**src/rtl/writeback_arbiter.sv**
```systemverilog
// -----------------------------------------------------------------------------
// writeback_arbiter
// Purpose: arbitrates the single register-file write port between ALU results
//          and in-order load responses. Outstanding load destinations are held
//          in a DEPTH-entry circular tag FIFO. A per-register pending mask
//          stalls ALU writes to registers that still have a load in flight, so
//          write-after-write ordering is preserved.
//
// Ports:
//   clk            in   clock, all state updates on posedge
//   reset          in   synchronous active-high reset
//   alu_valid      in   ALU result offered
//   alu_rd         in   ALU destination register
//   alu_data       in   ALU result data
//   alu_ready      out  ALU result accepted this cycle
//   ld_issue_valid in   load issued to the cache
//   ld_issue_rd    in   load destination register
//   ld_issue_ready out  tag slot free
//   mem_resp_valid in   load data returned, in issue order, no backpressure
//   mem_resp_data  in   load data
//   reg_wr         out  registered register-file write enable
//   waddr          out  registered register-file write address
//   wdata          out  registered register-file write data
//   pend           out  bit i set while a load to xi is outstanding
//   ld_count       out  number of outstanding loads
//   resp_err       out  sticky: response seen with no outstanding tag
// -----------------------------------------------------------------------------
module writeback_arbiter #(
   parameter int DEPTH = 4
) (
   input  logic        clk,
   input  logic        reset,
   input  logic        alu_valid,
   input  logic [4:0]  alu_rd,
   input  logic [31:0] alu_data,
   output logic        alu_ready,
   input  logic        ld_issue_valid,
   input  logic [4:0]  ld_issue_rd,
   output logic        ld_issue_ready,
   input  logic        mem_resp_valid,
   input  logic [31:0] mem_resp_data,
   output logic        reg_wr,
   output logic [4:0]  waddr,
   output logic [31:0] wdata,
   output logic [31:0] pend,
   output logic [3:0]  ld_count,
   output logic        resp_err
);

   localparam int PTR_W = $clog2(DEPTH);
   localparam logic [PTR_W:0] FULL_CNT = (PTR_W+1)'(DEPTH);

   // Pointers carry one extra wrap bit so full and empty differ in the MSB.
   logic [PTR_W:0]   wr_ptr_q, wr_ptr_d;
   logic [PTR_W:0]   rd_ptr_q, rd_ptr_d;
   logic [4:0]       tags_q [DEPTH];
   logic [31:0]      pend_q, pend_d;
   logic             resp_err_q, resp_err_d;
   logic             reg_wr_q, reg_wr_d;
   logic [4:0]       waddr_q, waddr_d;
   logic [31:0]      wdata_q, wdata_d;

   logic [PTR_W:0]   cnt;
   logic [PTR_W-1:0] wr_idx, rd_idx;
   logic [4:0]       head_rd;
   logic             push, pop, alu_fire, keep_pend;

   assign cnt     = wr_ptr_q - rd_ptr_q;
   assign wr_idx  = wr_ptr_q[PTR_W-1:0];
   assign rd_idx  = rd_ptr_q[PTR_W-1:0];
   assign head_rd = tags_q[rd_idx];

   // Handshakes: nothing is accepted while reset is asserted.
   assign ld_issue_ready = !reset && (cnt != FULL_CNT);
   assign push           = ld_issue_valid && ld_issue_ready;
   assign pop            = !reset && mem_resp_valid && (cnt != '0);
   // Load responses cannot be stalled, so they win the write port; pend_q
   // blocks ALU writes that would overtake an older load to the same register.
   assign alu_ready      = !reset && !pop && !pend_q[alu_rd];
   assign alu_fire       = alu_valid && alu_ready;

   always_comb begin
      wr_ptr_d   = wr_ptr_q + (PTR_W+1)'(push);
      rd_ptr_d   = rd_ptr_q + (PTR_W+1)'(pop);
      resp_err_d = resp_err_q || (!reset && mem_resp_valid && (cnt == '0));

      // A popped register stays pending if a younger entry or a same-cycle
      // push still targets it.
      keep_pend = 1'b0;
      for (int i = 1; i < DEPTH; i++) begin
         if (((PTR_W+1)'(i) < cnt) && (tags_q[rd_idx + PTR_W'(i)] == head_rd))
            keep_pend = 1'b1;
      end
      if (push && (ld_issue_rd == head_rd))
         keep_pend = 1'b1;

      pend_d = pend_q;
      if (pop && !keep_pend)
         pend_d[head_rd] = 1'b0;
      if (push)
         pend_d[ld_issue_rd] = 1'b1;
      pend_d[0] = 1'b0;

      // x0 transfers still consume their slot but never write.
      reg_wr_d = 1'b0;
      waddr_d  = waddr_q;
      wdata_d  = wdata_q;
      if (pop) begin
         reg_wr_d = (head_rd != 5'd0);
         waddr_d  = head_rd;
         wdata_d  = mem_resp_data;
      end else if (alu_fire) begin
         reg_wr_d = (alu_rd != 5'd0);
         waddr_d  = alu_rd;
         wdata_d  = alu_data;
      end
   end

   // ---- registered state / write-port stage ----
   always_ff @(posedge clk) begin
      if (reset) begin
         wr_ptr_q   <= '0;
         rd_ptr_q   <= '0;
         pend_q     <= '0;
         resp_err_q <= 1'b0;
         reg_wr_q   <= 1'b0;
         waddr_q    <= '0;
         wdata_q    <= '0;
      end else begin
         wr_ptr_q   <= wr_ptr_d;
         rd_ptr_q   <= rd_ptr_d;
         pend_q     <= pend_d;
         resp_err_q <= resp_err_d;
         reg_wr_q   <= reg_wr_d;
         waddr_q    <= waddr_d;
         wdata_q    <= wdata_d;
      end
   end

   always_ff @(posedge clk) begin
      if (push)
         tags_q[wr_idx] <= ld_issue_rd;
   end

   assign reg_wr   = reg_wr_q;
   assign waddr    = waddr_q;
   assign wdata    = wdata_q;
   assign pend     = pend_q;
   assign ld_count = 4'(cnt);
   assign resp_err = resp_err_q;

endmodule
```
**config.mk**
```make
export PLATFORM = sky130hd
export DESIGN_NAME = writeback_arbiter
export DESIGN_NICKNAME = d
export VERILOG_FILES = /design/src/rtl/writeback_arbiter.sv
export SDC_FILE = /design/constraint.sdc
export NUM_CORES = 1
export LEC_CHECK = 0
export BUFFER_PORTS_ARGS = -buffer_cell sky130_fd_sc_hd__buf_2
export CAP_MARGIN = 30
export CORE_ASPECT_RATIO = 0.6
export CORE_MARGIN = 2
export CORE_UTILIZATION = 53
export DETAILED_ROUTE_END_ITERATION = 12
export GPL_TIMING_DRIVEN = 0
export PLACE_DENSITY_LB_ADDON = 0.15
export SKIP_CTS_REPAIR_TIMING = 1
export SLEW_MARGIN = 20
export SYNTH_ARGS = -nofsm -noshare
export SYNTH_HDL_FRONTEND = slang
export SYNTH_SLANG_ARGS = --single-unit
export TNS_END_PERCENT = 1
```
**constraint.sdc**
```tcl
create_clock -name clk -period 3.3 [get_ports clk]
set_input_delay 0.495 -clock clk [delete_from_list [all_inputs] [get_ports clk]]
set_output_delay 0.495 -clock clk [all_outputs]
set_load 0.005 [all_outputs]
```
==> out/summary.md, run 1 <==
Category of the worst setup path capture point: a flip-flop. Row generation in the floorplan step produced 28 rows. The largest area contributor in the synthesized netlist was sky130_fd_sc_hd__dfxtp_1. In this run the register-to-register setup slack is 140 ps. Most numerous cell in the Yosys netlist: sky130_fd_sc_hd__dfxtp_1. The die covers 11,000 um^2. Across the VDD grid, the largest voltage drop is 0.313 mV. The filler cell count in the final layout was 852; the detail-routed via count per cell was 5.83. The worst register-to-register path begins at wr_ptr_q[0]$_SDFF_PP0_. The worst path in the final design needs a cycle of 3160 ps, including I/O delays and setup. The worst path required time was 3510 ps. The clock passes through at most 2 buffers.

The worst hold path passes through 3 cells. The commonest cells after synthesis are 76 x sky130_fd_sc_hd__dfxtp_1, 56 x sky130_fd_sc_hd__mux2i_1, 49 x sky130_fd_sc_hd__nand2_1, 32 x sky130_fd_sc_hd__o21ai_0, 29 x sky130_fd_sc_hd__clkbuf_1. The kind of cell with the highest combined delay on the critical path is adder cells. The clock transition at the register clock pins on the worst setup and hold paths after CTS was 60 ps; the unique cell type count in the Yosys netlist was 67.

The library cell appearing most often on the critical path was sky130_fd_sc_hd__ha_1. The final hold violation count came out at 0. The worst setup path is of the reg2reg kind.

The worst hold path belongs to the class in2reg. The pin count of the biggest net entering global routing came out at 16. Clock buffer count from CTS: 9. During I/O placement, the number of pins put on the boundary was 156.

TritonCTS built the clock tree. Counting both buffers and inverters, the worst setup path holds a total of 4. Before CTS, the worst setup slack after placement is -478 ps. For the max-slew violation total from the final report, the log shows 0.

Power per unit of standard cell area: 480 nW/um^2. The detailed router placed 4,991 vias in this run. The transition at the pin with the smallest max-transition slack was 844 ps; the CTS H-tree depth was 3. The fraction of layout cells with a size suffix above 1 came out at 0.319. The start point of the worst hold path was mem_resp_data[12]. The detail route stage leaves a number of antenna-violating nets equal to 0. For this design, the slowest cell found on the critical path is sky130_fd_sc_hd__dfxtp_1. Across the run, the number of max-cap violations was 0.

The run finished with clean final reports. The count of flip-flops with a built-in enable after synthesis works out to 20. The post-layout net count was 801; the number of antenna violations at the first check in global routing was 0.

The cell count after synthesis is 551. The finished layout holds 856 standard cells, fillers aside. The region available for standard cell placement spans 9880 um^2. For this run, design rule violations remaining after detail routing come to 0. The leakage dissipation was 2.86 nW.

The critical path starts at wr_ptr_q[0]$_SDFF_PP0_. 0 antenna diodes ended up in the layout. The run gives 0.545 as the initial core utilization. The design draws 3.21 mW. The fraction of the yosys area taken by sequential cells was 0.394; the sum of negative setup slack was 0 ps. By area the synthesized netlist is led by sky130_fd_sc_hd__dfxtp_1 28%, sky130_fd_sc_hd__edfxtp_1 11%, sky130_fd_sc_hd__mux2i_1 10%.

Compared with the post-synthesis result, the final layout area differs by 24.0%. The tools report the number of DRC markers after the initial detailed-route iteration as 415. The endpoint of the worst register-to-register path was rd_ptr_q[2]$_SDFF_PP0_. Traced cell by cell, the critical path runs through inv_1 -> ha_1 -> fa_1 -> xor2_2 -> xnor2_2 -> inv_2 -> o21ai_4 -> clkinvlp_4 -> clkbuf_4 -> ha_1 -> ha_1 -> xnor2_1 -> nor2_1. The run gives 0.295 as the total routing resource utilization after global routing.

Setup violations remaining at the end of the flow were counted as 0. For the least setup slack across all paths after layout, the log shows 142 ps. The post-detailed-route wirelength per cell was 19.2 um; the worst slew slack as a fraction of its limit was 0.433.

The detailed placer's ending HPWL was 12.6 mm. Counting tap cells, the placed design contains a total of 839 instances. Before antenna repair, the detailed router went through 6 iterations. The core occupancy in the finished layout is 0.676.

Summed over all layers, the global routing overflow is 0. The number of cells on the worst reg-to-reg path is 13. The share of Yosys cell area claimed by the top area cell type is 0.283. A synthesized cell averages 9.77 um^2. The port buffer count was 152; the wire length of the first global-routing pass was 25.0 mm.

Between clock sinks in the finished design, the worst skew comes to 13.3 ps. The clock reaches the later pin of the worst-skew pair after 350 ps. Clock tree synthesis selected as its root buffer the cell sky130_fd_sc_hd__clkbuf_16. The run gives 3370 ps as the endpoint arrival time on the critical path. In this run, synthesis produced a sequential element count of 96. STA classifies the critical path startpoint as a flip-flop.

The overall die height is 82.1 um. Routability-driven placement finished with a final weighted congestion of 0.948. The clock sink count came out at 96. The critical path's largest stage delay is 400 ps. The share of the clock period used by the worst path is 0.957. Endpoint of the worst hold-timing path: wdata[12]$_SDFFE_PP0P_. In this run the cell area of the synthesized design comes to 5390 um^2. In the synthesized netlist the dominant register cell turns out to be sky130_fd_sc_hd__dfxtp_1. The total of warnings raised by yosys came out at 0. The share of synthesized flip-flops with an asynchronous set or reset was 0; the horizontal die dimension was 134 um.

The total detailed-routing wirelength is 16.5 mm. For the number of global-route vias before repair, the log shows 4,721. Maximum fanout along the worst path: 10. Timing would allow up to 317 MHz.
-- cells in the final DEF (no fill, tap or decap), drive strengths merged, types with 10 or more instances in the layout --
master,instances
o21ai,42
mux4,10
clkbuf,43
nand4,15
a21oi,23
nor2,21
a32o,10
edfxtp,20
inv,17
buf,174
xnor2,24
dfxtp,76
nand3,11
mux2i,56
a211oi,11
nand2,51
xor2,19
-- tightest hold or removal path: stages --
cell and delay, ps:
sky130_fd_sc_hd__buf_2 80, sky130_fd_sc_hd__nand2_1 30, sky130_fd_sc_hd__o21ai_0 50
-- power breakdown --
group | internal, mW | total, mW | switching (mW)
clock | 0.685 | 1.12 | 0.439
sequential | 1.29 | 1.34 | 0.0494
combinational | 0.311 | 0.741 | 0.430
total | 2.29 | 3.21 | 0.919
-- state kept, by name, summed over array words and instances, names as in the netlist --
register	cells
rd_ptr_q	3
wdata	32
reg_wr	1
resp_err	1
tags_q	20
wr_ptr_q	3
pend	31
waddr	5
-- per-stage QoR --
stage / hold slack [ps] / area [um^2]
4_1_cts: 347 / 6640
2_1_floorplan: 442 / 5390
3_3_place_gp: 434 / 6320
5_1_grt: 364 / 6680
6_report: 354 / 6680
3_5_place_dp: 460 / 6320
-- cell families after synthesis --
logic type | count (synthesis) | share of synthesized area
AND/OR/NAND/NOR | 150 | 0.156
AO/OA/AOI/OAI | 117 | 0.151
flip-flops | 96 | 0.394
buffers and inverters | 70 | 0.0616
multiplexers | 68 | 0.150
XOR/XNOR | 43 | 0.0713
adder cells (fa/ha/maj) | 6 | 0.0153
other | 1 | 0.000696
-- layer usage --
layer  part of all wire  up-vias  track usage
met5                  0        -            0
met4             0.0060        0       0.0642
met3               0.10       15       0.0772
met2               0.44      242        0.457
met1               0.46     2415        0.419
li1                   -     2319            -
-- cell type report --
cell class / count / area (um^2) / area share
clock buffer: 11 / 243 / 0.0364
sequential: 96 / 2120 / 0.318
tap: 135 / 169 / 0.0253
clock inverter: 5 / 78.8 / 0.0118
multi-input combinational: 386 / 2960 / 0.443
buffer: 53 / 269 / 0.0403
inverter: 17 / 70.1 / 0.0105
timing repair buffer: 153 / 768 / 0.115
-- how the worst max path moves through the flow --
| stage | to | cells past startpoint |
|---|---|---|
| final | rd_ptr_q[2]$_SDFF_PP0_ | 13 |
| after detailed placement | rd_ptr_q[2]$_SDFF_PP0_ | 13 |
| after CTS | rd_ptr_q[2]$_SDFF_PP0_ | 13 |
| after global routing | rd_ptr_q[2]$_SDFF_PP0_ | 13 |
| after global placement | rd_ptr_q[2]$_SDFF_PP0_ | 13 |
| after floorplan | rd_ptr_q[1]$_SDFF_PP0_ | 12 |
(Power assumes the default switching activity.)
==> inputs of run 2 (changes only) <==
--- a/config.mk
+++ b/config.mk
@@ -12,7 +12,7 @@
 export CORE_UTILIZATION = 53
 export DETAILED_ROUTE_END_ITERATION = 12
 export GPL_TIMING_DRIVEN = 0
-export PLACE_DENSITY_LB_ADDON = 0.15
+export PLACE_DENSITY = 0.81
 export SKIP_CTS_REPAIR_TIMING = 1
 export SLEW_MARGIN = 20
 export SYNTH_ARGS = -nofsm -noshare
==> run 2 against run 1 <==
Clock skew down 0.54 ps. Non-clock buffer count stayed put. Combinational power grew 0.5%. Cell area down 0.75%. Global-route usage up 1.1 points. First-iteration DRC count rose by 0.72%. Flip-flop and latch count did not move. Sequential power is essentially flat. Largest cell class unchanged. Cell count unchanged. Setup slack worse by 110 ps. Power decreased by 3.6%.
==> out/summary.md, run 2 (synthesis gave the netlist of run 1 again) <==
Port buffer count: 152 (unchanged). The count of antenna-violating nets left after detailed routing was 0 (unchanged); the final critical-path required period was 3270 ps (+111 ps). The worst hold path depth was 3 (unchanged).

The pre-CTS worst setup slack was -496 ps (-18.9 ps); the total number of vias was 5,119 (+2.6%). The clock network fraction of design power is 0.325 (-0.026). The tools report the worst hold slack after final layout as 342 ps (-11.8 ps). The min-delay analysis places its worst path in the category in2reg. Sum of negative setup slack: 0 ps (unchanged). The run gives 801 (unchanged) as the post-layout net count.

For the number of I/O pins, the log shows 156 (unchanged). The setup clock skew after layout was 12.7 ps (-0.541 ps); the share of the clock period used by the worst path was 0.991 (+0.0335). For the post-route non-filler standard cell count, the log shows 856 (unchanged).

The area of the multi-input gates was 2950 um^2 (about the same); the least setup slack across all paths after layout was 31.0 ps (-111 ps). The DRC violation count after routing was 0 (unchanged); the area occupied by registers was 2120 um^2 (unchanged). The cell row count was 28 (unchanged); the detailed-router iteration count before antenna repair was 5 (-1). Maximum VDD drop: 0.277 mV (-12%). The overall die height was 82.1 um (unchanged); the initial core utilization was 0.545 (unchanged).

The flip-flop count of the largest register after layout came out at 32 (unchanged). The worst setup path is captured at a flip-flop. Max-slew violation total from the final report: 0 (unchanged). Endpoint of the worst hold-timing path: wdata[9]$_SDFFE_PP0P_. The flow ran to the end, and the final reports show no timing, DRC or antenna violations. The wire length of the first global-routing pass was 25.3 mm (+1.2%). The tools report the worst slew slack as a fraction of its limit as 0.424 (-0.00881).

The CTS H-tree depth came out at 3 (unchanged). The maximum clock path buffer count is 2 (unchanged). TritonCTS built the clock tree. The endpoint arrival time on the critical path came out at 3530 ps (+160 ps).

The logs give 6320 um^2 (unchanged) for the post-detailed-placement cell area and 2.85 nW (-0.41%) for the leakage dissipation. The start of the worst register-to-register path was wr_ptr_q[0]$_SDFF_PP0_. The maximum fanout along the worst path is 7 (-3). The run gives 4,610 (-2.4%) as the number of global-route vias before repair.

The number of antenna violations at the first check in global routing came out at 0 (unchanged). The setup path with the least slack is of type reg2reg. met2 is the most crowded layer. The horizontal die dimension came out at 134 um (unchanged).

The clock latency on the worst-skew pair was 350 ps (about the same). The number of DRC markers after the initial detailed-route iteration was 418 (+0.72%); the detail-routed via count per cell was 5.98 (+2.6%). The antenna cell count came out at 0 (unchanged). In this run the most critical hold path is launched from mem_resp_data[9]. The tools report the core area as 9880 um^2 (unchanged). The worst path required time is 3560 ps (+50 ps). The top achievable clock speed is 306 MHz (-3.4%), and the total detailed-routing wirelength is 17.0 mm (+3.4%).

The root buffer cell chosen for the clock tree is sky130_fd_sc_hd__clkbuf_16. Power per unit of standard cell area: 467 nW/um^2 (-2.9%). The worst setup path is launched from a flip-flop. The run gives 0 (unchanged) as the total congestion overflow.

In the layout the commonest cells are 157 x sky130_fd_sc_hd__buf_2, 76 x sky130_fd_sc_hd__dfxtp_1, 56 x sky130_fd_sc_hd__mux2i_1. The met1 demand-to-capacity share in global routing was 0.446 (+0.0277); the pin count of the biggest net entering global routing was 18 (+2). Routing usage on met3: 0.0691 (-0.00802). For the final count of negative-setup-slack endpoints, the log shows 0 (unchanged). The detailed placer's ending HPWL is 13.0 mm (+3.1%).

The routability congestion estimate from global placement came out at 0.948 (about the same). The library cell used most frequently in the layout, excluding fill and tap cells, is sky130_fd_sc_hd__buf_2. The logs give 6630 um^2 (-0.75%) for the post-route cell area and 0.306 (+0.0107) for the total routing resource utilization after global routing.

The transition at the pin with the smallest max-transition slack is 861 ps (+16.5 ps). Cell count after placement: 839 (unchanged). The power dissipated by switching net loads was 0.971 mW (+5.7%); the number of cells on the worst reg-to-reg path was 11 (-2). From synthesis to final layout, the design area changed by 23.0%.

The proportion of power drawn by flip-flops and latches came out at 0.434 (+0.016). The filler cell count in the final layout came out at 824 (-3.3%). The clock sink count is 96 (unchanged), and the post-detailed-route wirelength per cell is 19.9 um (+3.4%). For the total power, the log shows 3.09 mW (-3.6%).

The run gives 30 ps (-110 ps) as the reg2reg setup slack. Fraction of layout cells with a size suffix above 1: 0.319 (unchanged). The worst register-to-register path ends at pend[10]$_SDFF_PP0_. The internal power contribution was 2.12 mW (-7.3%); the overall die area was 11,000 um^2 (unchanged). For the relative contribution of combinational cells to total power, the log shows 0.241 (+0.010). The clock transition at the register clock pins on the worst setup and hold paths after CTS works out to 70 ps (about the same). The tools report the core occupancy in the finished layout as 0.671 (-0.00507).

Max-cap check violation count: 0 (unchanged). The clock buffer count from CTS is 9 (unchanged). The final hold violation count is 0 (unchanged), and the switching fraction of total power is 0.314 (+0.0275). The met2 track demand over resource came out at 0.455 (-0.00256).
## run 2: power groups by stage
stage / clock network [mW] / registers, mW / logic, mW
3_3_place_gp: 0 / 1.36 / 0.701
5_1_grt: 1.06 / 1.35 / 0.805
2_1_floorplan: 0 / 1.37 / 0.434
6_report: 1.01 / 1.34 / 0.745
4_1_cts: 1.01 / 1.34 / 0.725
3_5_place_dp: 0 / 1.37 / 0.721
## run 2: final cells by class
class	count	share of cell area
well taps	135	0.0255
inverters	17	0.0100
plain buffers	53	0.0402
clock buffers	9	0.0340
repair buffers	153	0.116
multi-input cells	386	0.446
flip-flops and latches	96	0.320
clock inverters	7	0.00831
## run 2: routing by layer
layer / vias up / share of wire / wire length [um]
met5: - / 0 / 0
met4: 0 / 0.015 / 261
met3: 25 / 0.12 / 2060
met2: 327 / 0.43 / 7330
li1: 2329 / - / -
met1: 2438 / 0.43 / 7360
## run 2: worst max path at each step
stage / endpoint / slack, ps / startpoint / depth (start not counted)
6_report: pend[10]$_SDFF_PP0_ / 30 / wr_ptr_q[0]$_SDFF_PP0_ / 11
5_1_grt: pend[10]$_SDFF_PP0_ / -20 / wr_ptr_q[0]$_SDFF_PP0_ / 11
4_1_cts: rd_ptr_q[2]$_SDFF_PP0_ / -530 / wr_ptr_q[0]$_SDFF_PP0_ / 13
3_5_place_dp: rd_ptr_q[2]$_SDFF_PP0_ / -500 / wr_ptr_q[0]$_SDFF_PP0_ / 13
3_3_place_gp: rd_ptr_q[2]$_SDFF_PP0_ / -410 / wr_ptr_q[0]$_SDFF_PP0_ / 13
2_1_floorplan: rd_ptr_q[1]$_SDFF_PP0_ / 330 / wr_ptr_q[0]$_SDFF_PP0_ / 12
## run 2: critical path: stages (launching register included)
cell,delay (ps)
sky130_fd_sc_hd__dfxtp_1,410
sky130_fd_sc_hd__inv_1,70
sky130_fd_sc_hd__ha_1,210
sky130_fd_sc_hd__fa_1,370
sky130_fd_sc_hd__xor2_1,180
sky130_fd_sc_hd__xnor2_2,250
sky130_fd_sc_hd__inv_2,130
sky130_fd_sc_hd__a31oi_4,270
sky130_fd_sc_hd__nand2_4,130
sky130_fd_sc_hd__nor2_1,690
sky130_fd_sc_hd__a31oi_1,190
sky130_fd_sc_hd__a211oi_1,270
